==> src/rtl/weight_fetch_controller.sv <==
// Weight fetch controller: issues per-lane SRAM reads per request, buffers returns in a credit-limited FIFO
// and unpacks the FIFO head into signed tiles. Define WFC_PERF_CNT_EN to add request/stall counters.
module weight_fetch_controller #(
    parameter int NUM_LANES  = 2,
    parameter int TILE       = 6,
    parameter int ELEM_W     = 12,
    parameter int MEM_W      = 512,
    parameter int ADDR_W     = 8,
    parameter int OD_W       = 8,
    parameter int ID_W       = 4,
    parameter int MEM_LAT    = 1,
    parameter int FIFO_DEPTH = 2
) (
    input  logic                          clk,
    input  logic                          reset,
    input  logic [OD_W-1:0]               total_od_i,
    input  logic [OD_W-1:0]               req_od_i,
    input  logic [ID_W-1:0]               req_id_i,
    input  logic                          req_valid_i,
    output logic                          req_ready_o,
    input  logic                          flush_i,
    output logic [NUM_LANES*ADDR_W-1:0]   mem_addr_o,
    output logic [NUM_LANES-1:0]          mem_rd_en_o,
    input  logic [NUM_LANES*MEM_W-1:0]    mem_data_i,
    input  logic [NUM_LANES-1:0]          mem_valid_i,
    output logic signed [ELEM_W-1:0]      tile_o [NUM_LANES][TILE][TILE],
    output logic [NUM_LANES-1:0]          lane_valid_o,
    output logic [NUM_LANES*OD_W-1:0]     od_o,
    output logic                          out_valid_o,
    input  logic                          out_ready_i,
    output logic                          error_o
`ifdef WFC_PERF_CNT_EN
    ,
    output logic [15:0]                   perf_req_o,
    output logic [15:0]                   perf_stall_o
`endif
);

    localparam int PTR_W  = (FIFO_DEPTH > 1) ? $clog2(FIFO_DEPTH) : 1;
    localparam int CNT_W  = PTR_W + 2;
    localparam int FULL_W = OD_W + ID_W + 1;
    localparam int PKG_W  = TILE * TILE * ELEM_W;

    typedef enum logic [1:0] {S_IDLE, S_RUN, S_FLUSH} state_e;

    typedef struct packed {
        logic                        valid;  // return is to be written
        logic                        busy;   // read is outstanding, even if discarded
        logic [NUM_LANES-1:0]        mask;
        logic [NUM_LANES*OD_W-1:0]   od;
    } pipe_t;

    state_e                      state_q, state_d;
    pipe_t                       pipe_q [MEM_LAT];
    pipe_t                       pipe_in, ret;
    logic [CNT_W-1:0]            in_flight_q, in_flight_d, count_q, count_d, occupancy;
    logic [PTR_W-1:0]            wr_ptr_q, rd_ptr_q;
    logic                        accept, pop, ret_write, out_valid, error_q;
    logic [OD_W:0]               od_full [NUM_LANES];
    logic [NUM_LANES-1:0]        active;
    logic [NUM_LANES*OD_W-1:0]   req_od_lanes;
    logic [NUM_LANES*PKG_W-1:0]  wr_data, head_data;
    logic [NUM_LANES*PKG_W-1:0]  fifo_data_q [FIFO_DEPTH];
    logic [NUM_LANES-1:0]        fifo_mask_q [FIFO_DEPTH];
    logic [NUM_LANES*OD_W-1:0]   fifo_od_q   [FIFO_DEPTH];
    logic                        unused_mem_bits;

    // NOTE: every always_comb output gets a default first so no path leaves it unassigned (no latches).
    always_comb begin
        out_valid   = (count_q != '0);
        pop         = out_valid && out_ready_i && !flush_i;
        occupancy   = in_flight_q + count_q - CNT_W'(pop);
        req_ready_o = !reset && (state_q != S_FLUSH) && !flush_i && (occupancy < CNT_W'(FIFO_DEPTH));
        accept      = req_valid_i && req_ready_o;

        mem_addr_o   = '0;
        mem_rd_en_o  = '0;
        active       = '0;
        req_od_lanes = '0;
        for (int k = 0; k < NUM_LANES; k++) begin
            od_full[k]  = {1'b0, req_od_i} + (OD_W+1)'(k);
            active[k]   = od_full[k] < {1'b0, total_od_i};
            req_od_lanes[k*OD_W +: OD_W] = od_full[k][OD_W-1:0];
            if (accept) begin
                mem_rd_en_o[k] = active[k];
                mem_addr_o[k*ADDR_W +: ADDR_W] = ADDR_W'(FULL_W'(od_full[k])
                                                 + FULL_W'(total_od_i) * FULL_W'(req_id_i));
            end
        end

        pipe_in       = '0;
        pipe_in.valid = accept;
        pipe_in.busy  = accept;
        pipe_in.mask  = active;
        pipe_in.od    = req_od_lanes;
    end

    // The oldest pipeline stage is the read returning this cycle; flush discards it.
    always_comb begin
        ret         = pipe_q[MEM_LAT-1];
        ret_write   = ret.valid && !flush_i;
        in_flight_d = in_flight_q + CNT_W'(accept) - CNT_W'(ret.busy);
        count_d     = flush_i ? '0 : count_q + CNT_W'(ret_write) - CNT_W'(pop);

        wr_data         = '0;
        unused_mem_bits = 1'b0;
        for (int k = 0; k < NUM_LANES; k++) begin
            if (ret.mask[k])
                wr_data[k*PKG_W +: PKG_W] = mem_data_i[k*MEM_W +: PKG_W];
            unused_mem_bits = unused_mem_bits ^ (^mem_data_i[k*MEM_W+PKG_W +: MEM_W-PKG_W]);
        end
    end

    always_comb begin
        state_d = state_q;
        case (state_q)
            S_IDLE:  if (accept) state_d = S_RUN;
            S_RUN:   if (in_flight_q == '0 && count_q == '0 && !accept) state_d = S_IDLE;
            S_FLUSH: if (in_flight_d == '0) state_d = S_IDLE;
            default: state_d = S_IDLE;
        endcase
        if (flush_i)
            state_d = S_FLUSH;
    end

    // NOTE: sequential state uses non-blocking assignments so every register samples pre-edge values.
    always_ff @(posedge clk or posedge reset) begin
        if (reset) begin
            state_q     <= S_IDLE;
            in_flight_q <= '0;
            count_q     <= '0;
            wr_ptr_q    <= '0;
            rd_ptr_q    <= '0;
            error_q     <= 1'b0;
            for (int i = 0; i < MEM_LAT; i++)
                pipe_q[i] <= '0;
        end else begin
            state_q     <= state_d;
            in_flight_q <= in_flight_d;
            count_q     <= count_d;
            if (flush_i) begin
                wr_ptr_q <= '0;
                rd_ptr_q <= '0;
            end else begin
                if (ret_write) wr_ptr_q <= wr_ptr_q + PTR_W'(1);
                if (pop)       rd_ptr_q <= rd_ptr_q + PTR_W'(1);
            end
            if (ret_write && (mem_valid_i != ret.mask))
                error_q <= 1'b1;
            pipe_q[0] <= pipe_in;
            for (int i = 1; i < MEM_LAT; i++) begin
                pipe_q[i]       <= pipe_q[i-1];
                pipe_q[i].valid <= pipe_q[i-1].valid && !flush_i;
            end
        end
    end

    // NOTE: FIFO storage is not reset; count_q alone decides whether any entry is visible.
    always_ff @(posedge clk) begin
        if (ret_write) begin
            fifo_data_q[wr_ptr_q] <= wr_data;
            fifo_mask_q[wr_ptr_q] <= ret.mask;
            fifo_od_q[wr_ptr_q]   <= ret.od;
        end
    end

    always_comb begin
        out_valid_o  = out_valid;
        error_o      = error_q;
        head_data    = out_valid ? fifo_data_q[rd_ptr_q] : '0;
        lane_valid_o = out_valid ? fifo_mask_q[rd_ptr_q] : '0;
        od_o         = out_valid ? fifo_od_q[rd_ptr_q]   : '0;
        for (int k = 0; k < NUM_LANES; k++)
            for (int i = 0; i < TILE; i++)
                for (int j = 0; j < TILE; j++)
                    tile_o[k][i][j] = head_data[k*PKG_W + (i*TILE+j)*ELEM_W +: ELEM_W];
    end

`ifdef WFC_PERF_CNT_EN
    logic [15:0] perf_req_q, perf_stall_q;

    always_ff @(posedge clk or posedge reset) begin
        if (reset) begin
            perf_req_q   <= '0;
            perf_stall_q <= '0;
        end else begin
            if (accept && perf_req_q != '1)
                perf_req_q <= perf_req_q + 16'd1;
            if (req_valid_i && !req_ready_o && perf_stall_q != '1)
                perf_stall_q <= perf_stall_q + 16'd1;
        end
    end

    assign perf_req_o   = perf_req_q;
    assign perf_stall_o = perf_stall_q;
`endif

endmodule

==> config.mk <==
export PLATFORM = sky130hd
export DESIGN_NAME = weight_fetch_controller
export DESIGN_NICKNAME = d
export VERILOG_FILES = /design/src/rtl/weight_fetch_controller.sv
export SDC_FILE = /design/constraint.sdc
export NUM_CORES = 2
export LEC_CHECK = 0
export ABC_AREA = 1
export CAP_MARGIN = 30
export CORE_AREA = 2 2 770 772
export DETAILED_ROUTE_END_ITERATION = 10
export DIE_AREA = 0 0 772 774
export GPL_TIMING_DRIVEN = 0
export HOLD_SLACK_MARGIN = 0.12
export PLACE_DENSITY = 0.36
export SLEW_MARGIN = 40
export SYNTH_ARGS = -nofsm -noshare
export SYNTH_HDL_FRONTEND = slang
export SYNTH_SLANG_ARGS = --single-unit
export TNS_END_PERCENT = 5
==> constraint.sdc <==
create_clock -name clk -period 121.4 [get_ports clk]
set_input_delay 24.28 -clock clk [delete_from_list [all_inputs] [get_ports clk]]
set_output_delay 24.28 -clock clk [all_outputs]
set_load 0.1 [all_outputs]
==> metrics.cfg <==
[worst_setup_path]
endpoint_kind=output pin
crit_slowest_cell=clkdlybuf4s50_1
cpMostUsedCell=inv_1
start_kind=primary input
r2r_cells=23
path_buf_inv=7
crit_required_ns=97.12
cp_cell_sequence=clkdlybuf4s50_1, nand2_1, inv_1, fa_1, inv_1, fa_1, inv_1, ha_1, a21oi_1, o21ai_0, xnor2_1, inv_1, ha_1, inv_1, o31ai_1, a21oi_1, nand3_1, nand2_1, nor2_1, buf_2
cp_slowest_stage_delay_ns=0.62
critPathMaxFanout=7
crit_path_end=mem_addr_o[15]
r2r_slack_ns=116.86
cp.depth=20
critPathKind=in2out
critPathLaunch=req_id_i[2]
reg2reg_to=state_q[0]
critical_path.top_delay_family=adder cells
r2r-start=count_q[2]
worstPathArrival_ns=28.63

[global_route]
antenna_found_initial=216
grt.busiest_layer=met2
use_met1_pct=16.0
grt_usage_pct=14.0
grt-ovfl-total=0
grt_pass1_wl_microns=568000
grt_pass1_vias=63205
grtUsageMet2_pct=24.3
grt_use_met3_pct=5.13
grt_start_max_net_pins=31

[power_and_ir_drop]
ir_drop_mv=0.0227
p_leak_nw=57.7
power.density_nw_per_um2=26.7

[clocking]
cts_hold_buf=0
cts_sinks=1794
cts_made_buffers=238
cts.path.max_buffers=4
post_cts.repair.setup_buffers=0
path_clk_slew_ns=0.06
clk_latency_ns=0.95
cts_root_buffer=clkbuf_16
cts_tree=yes
htree_num_levels=4
cts-resized-gates=0

[synth]
synthesis.area_sq_um=81400
synth_common_cells=4468 x nand2_1, 1828 x inv_1, 1764 x edfxtp_1
yosys_warnings=0
netlist_instances=8691
ys_types=33
post_synth.cell_area_avg_sq_um=9.37
ys_ff_latch=1794
syn-num-nets=9797
async_flop_share_pct=1.67
synth_top_area_share_pct=65.1
synth-seq-area-share_pct=66.0
ys_top_cells_by_area=edfxtp_1 65%, nand2_1 21%, inv_1 8.4%, buf_6 1.4%, buf_2 0.95%
synth_top_cell_by_area=edfxtp_1
yosysMostFrequentCell=nand2_1
synth_edf_count=1764
synthFlopType=edfxtp_1

[routing]
wl_microns=435000
dr.first_iter.drc_count=3247
num_vias=63175
firstDrtPassIters=6
routedWlPerCell_microns=23.0
drtAntennaViolNets=0
drc_errors=0
vias_per_cell=3.33

[place]
dpl_worst_slack_ns=68.48
gp_congestion=0.890
io_buffers=1790
dpl.hpwl_microns=361000

[timing]
setup_viol_count_final=0
timing.fmax_mhz=18.9
timing.hold.ws_ns=0.445
finalSetupTns_ns=0
worst_slew_pin_slew_ns=0.821
post-route-min-period_ns=52.91
rsz0062_at_grt=no
setup_ws_ns=68.49
fin_skew_ns=0.0604
maxSlewViolCount=0
timing.final.crit_share_pct=43.6
relSlewSlack_pct=45.7
hold_viol=0

[floorplanning]
io-pin-count=1954
die_area_sq_um=598000
die_height_microns=774
rows=282
start_util_pct=13.8
coreArea_sq_um=589000
die_x_microns=772

[run_status]
status=completed

[final_layout]
nFillCells=65797
drive_above_1_share_pct=15.3
area_growth_pct=42.0
fin_util_pct=19.6
nets=11978
multi_input_area_sq_um=18400
ff_latch_area_sq_um=53700

[run]
cap_violations=0

[min_path]
hold_path.class=reg2reg

[layout by cell type (no fill, tap or decap), drive strengths merged, types with 3 or more instances in the layout]
| cell | n |
|---|---|
| clkdlybuf4s50 | 887 |
| edfxtp | 1764 |
| nand3 | 22 |
| inv | 1844 |
| dfrtp | 30 |
| clkbuf | 420 |
| clkinv | 103 |
| a21oi | 32 |
| fa | 14 |
| a21boi | 3 |
| bufinv | 16 |
| o31ai | 4 |
| clkinvlp | 8 |
| ha | 41 |
| o21ai | 16 |
| nor2 | 31 |
| nand2 | 4474 |
| xnor2 | 9 |
| buf | 1325 |
| diode | 72 |
| xor2 | 7 |
| nor3 | 9 |
[sequential cells by signal, summed over array words and instances (netlist names)]
| name | flops |
|---|---|
| count_q | 3 |
| pipe_q | 19 |
| state_q | 2 |
| error_o | 1 |
| fifo_od_q | 32 |
| wr_ptr_q | 1 |
| fifo_mask_q | 4 |
| rd_ptr_q | 1 |
| fifo_data_q | 1728 |
| in_flight_q | 3 |
[routing by layer]
metal / part of all wire [%] / routed length [microns] / vias up
met5: 0.14 / 608 / -
met4: 3.1 / 13700 / 98
met3: 9.0 / 39300 / 593
met2: 48 / 210000 / 1966
met1: 39 / 171000 / 29917
li1: - / - / 30601
[through the flow]
step	instance area (sq um)	power, mW	instances
floorplan	81400	1.93	8691
global placement	109000	2.59	18291
detailed placement	108000	2.45	18442
CTS	115000	3.15	18878
global route	115000	3.22	18902
finish	116000	3.08	18950
[worst min path at each step]
stage | startpoint | slack (ns) | endpoint | cells past startpoint
5_1_grt | pipe_q[7] | 0.45 | fifo_od_q[0][7] | 0
3_5_place_dp | pipe_q[2] | 0.43 | fifo_od_q[0][2] | 0
6_report | pipe_q[1] | 0.44 | fifo_od_q[0][1] | 0
4_1_cts | pipe_q[2] | 0.45 | fifo_od_q[1][2] | 0
3_3_place_gp | pipe_q[7] | 0.43 | fifo_od_q[0][7] | 0
2_1_floorplan | pipe_q[0] | 0.42 | fifo_od_q[0][0] | 0
[cells by family after synthesis]
group	after synthesis	share of synthesized area, %
xor+xnor	16	0.172
buf+inv	2226	11.4
flops	1794	66.0
simple gates	4541	21.0
fa+ha+maj	55	0.974
compound gates	59	0.424
[power breakdown]
group	leakage, nW	total [mW]	internal, mW	switching [mW]
sequential	16.4	0.707	0.704	0.00357
clock	3.68	0.690	0.399	0.291
combinational	37.6	1.68	0.253	1.43
[area by class of cell]
type / count / share of cell area (%)
Antenna cell: 72 / 0.156
Buffer: 395 / 2.14
Clock buffer: 296 / 5.41
Clock inverter: 140 / 1.11
Inverter: 1831 / 5.95
Multi-Input combinational cell: 4671 / 15.9
Sequential cell: 1794 / 46.5
Tap cell: 7810 / 8.45
Timing Repair Buffer: 1941 / 14.4
Note: power is estimated with default switching activity, not from simulation.
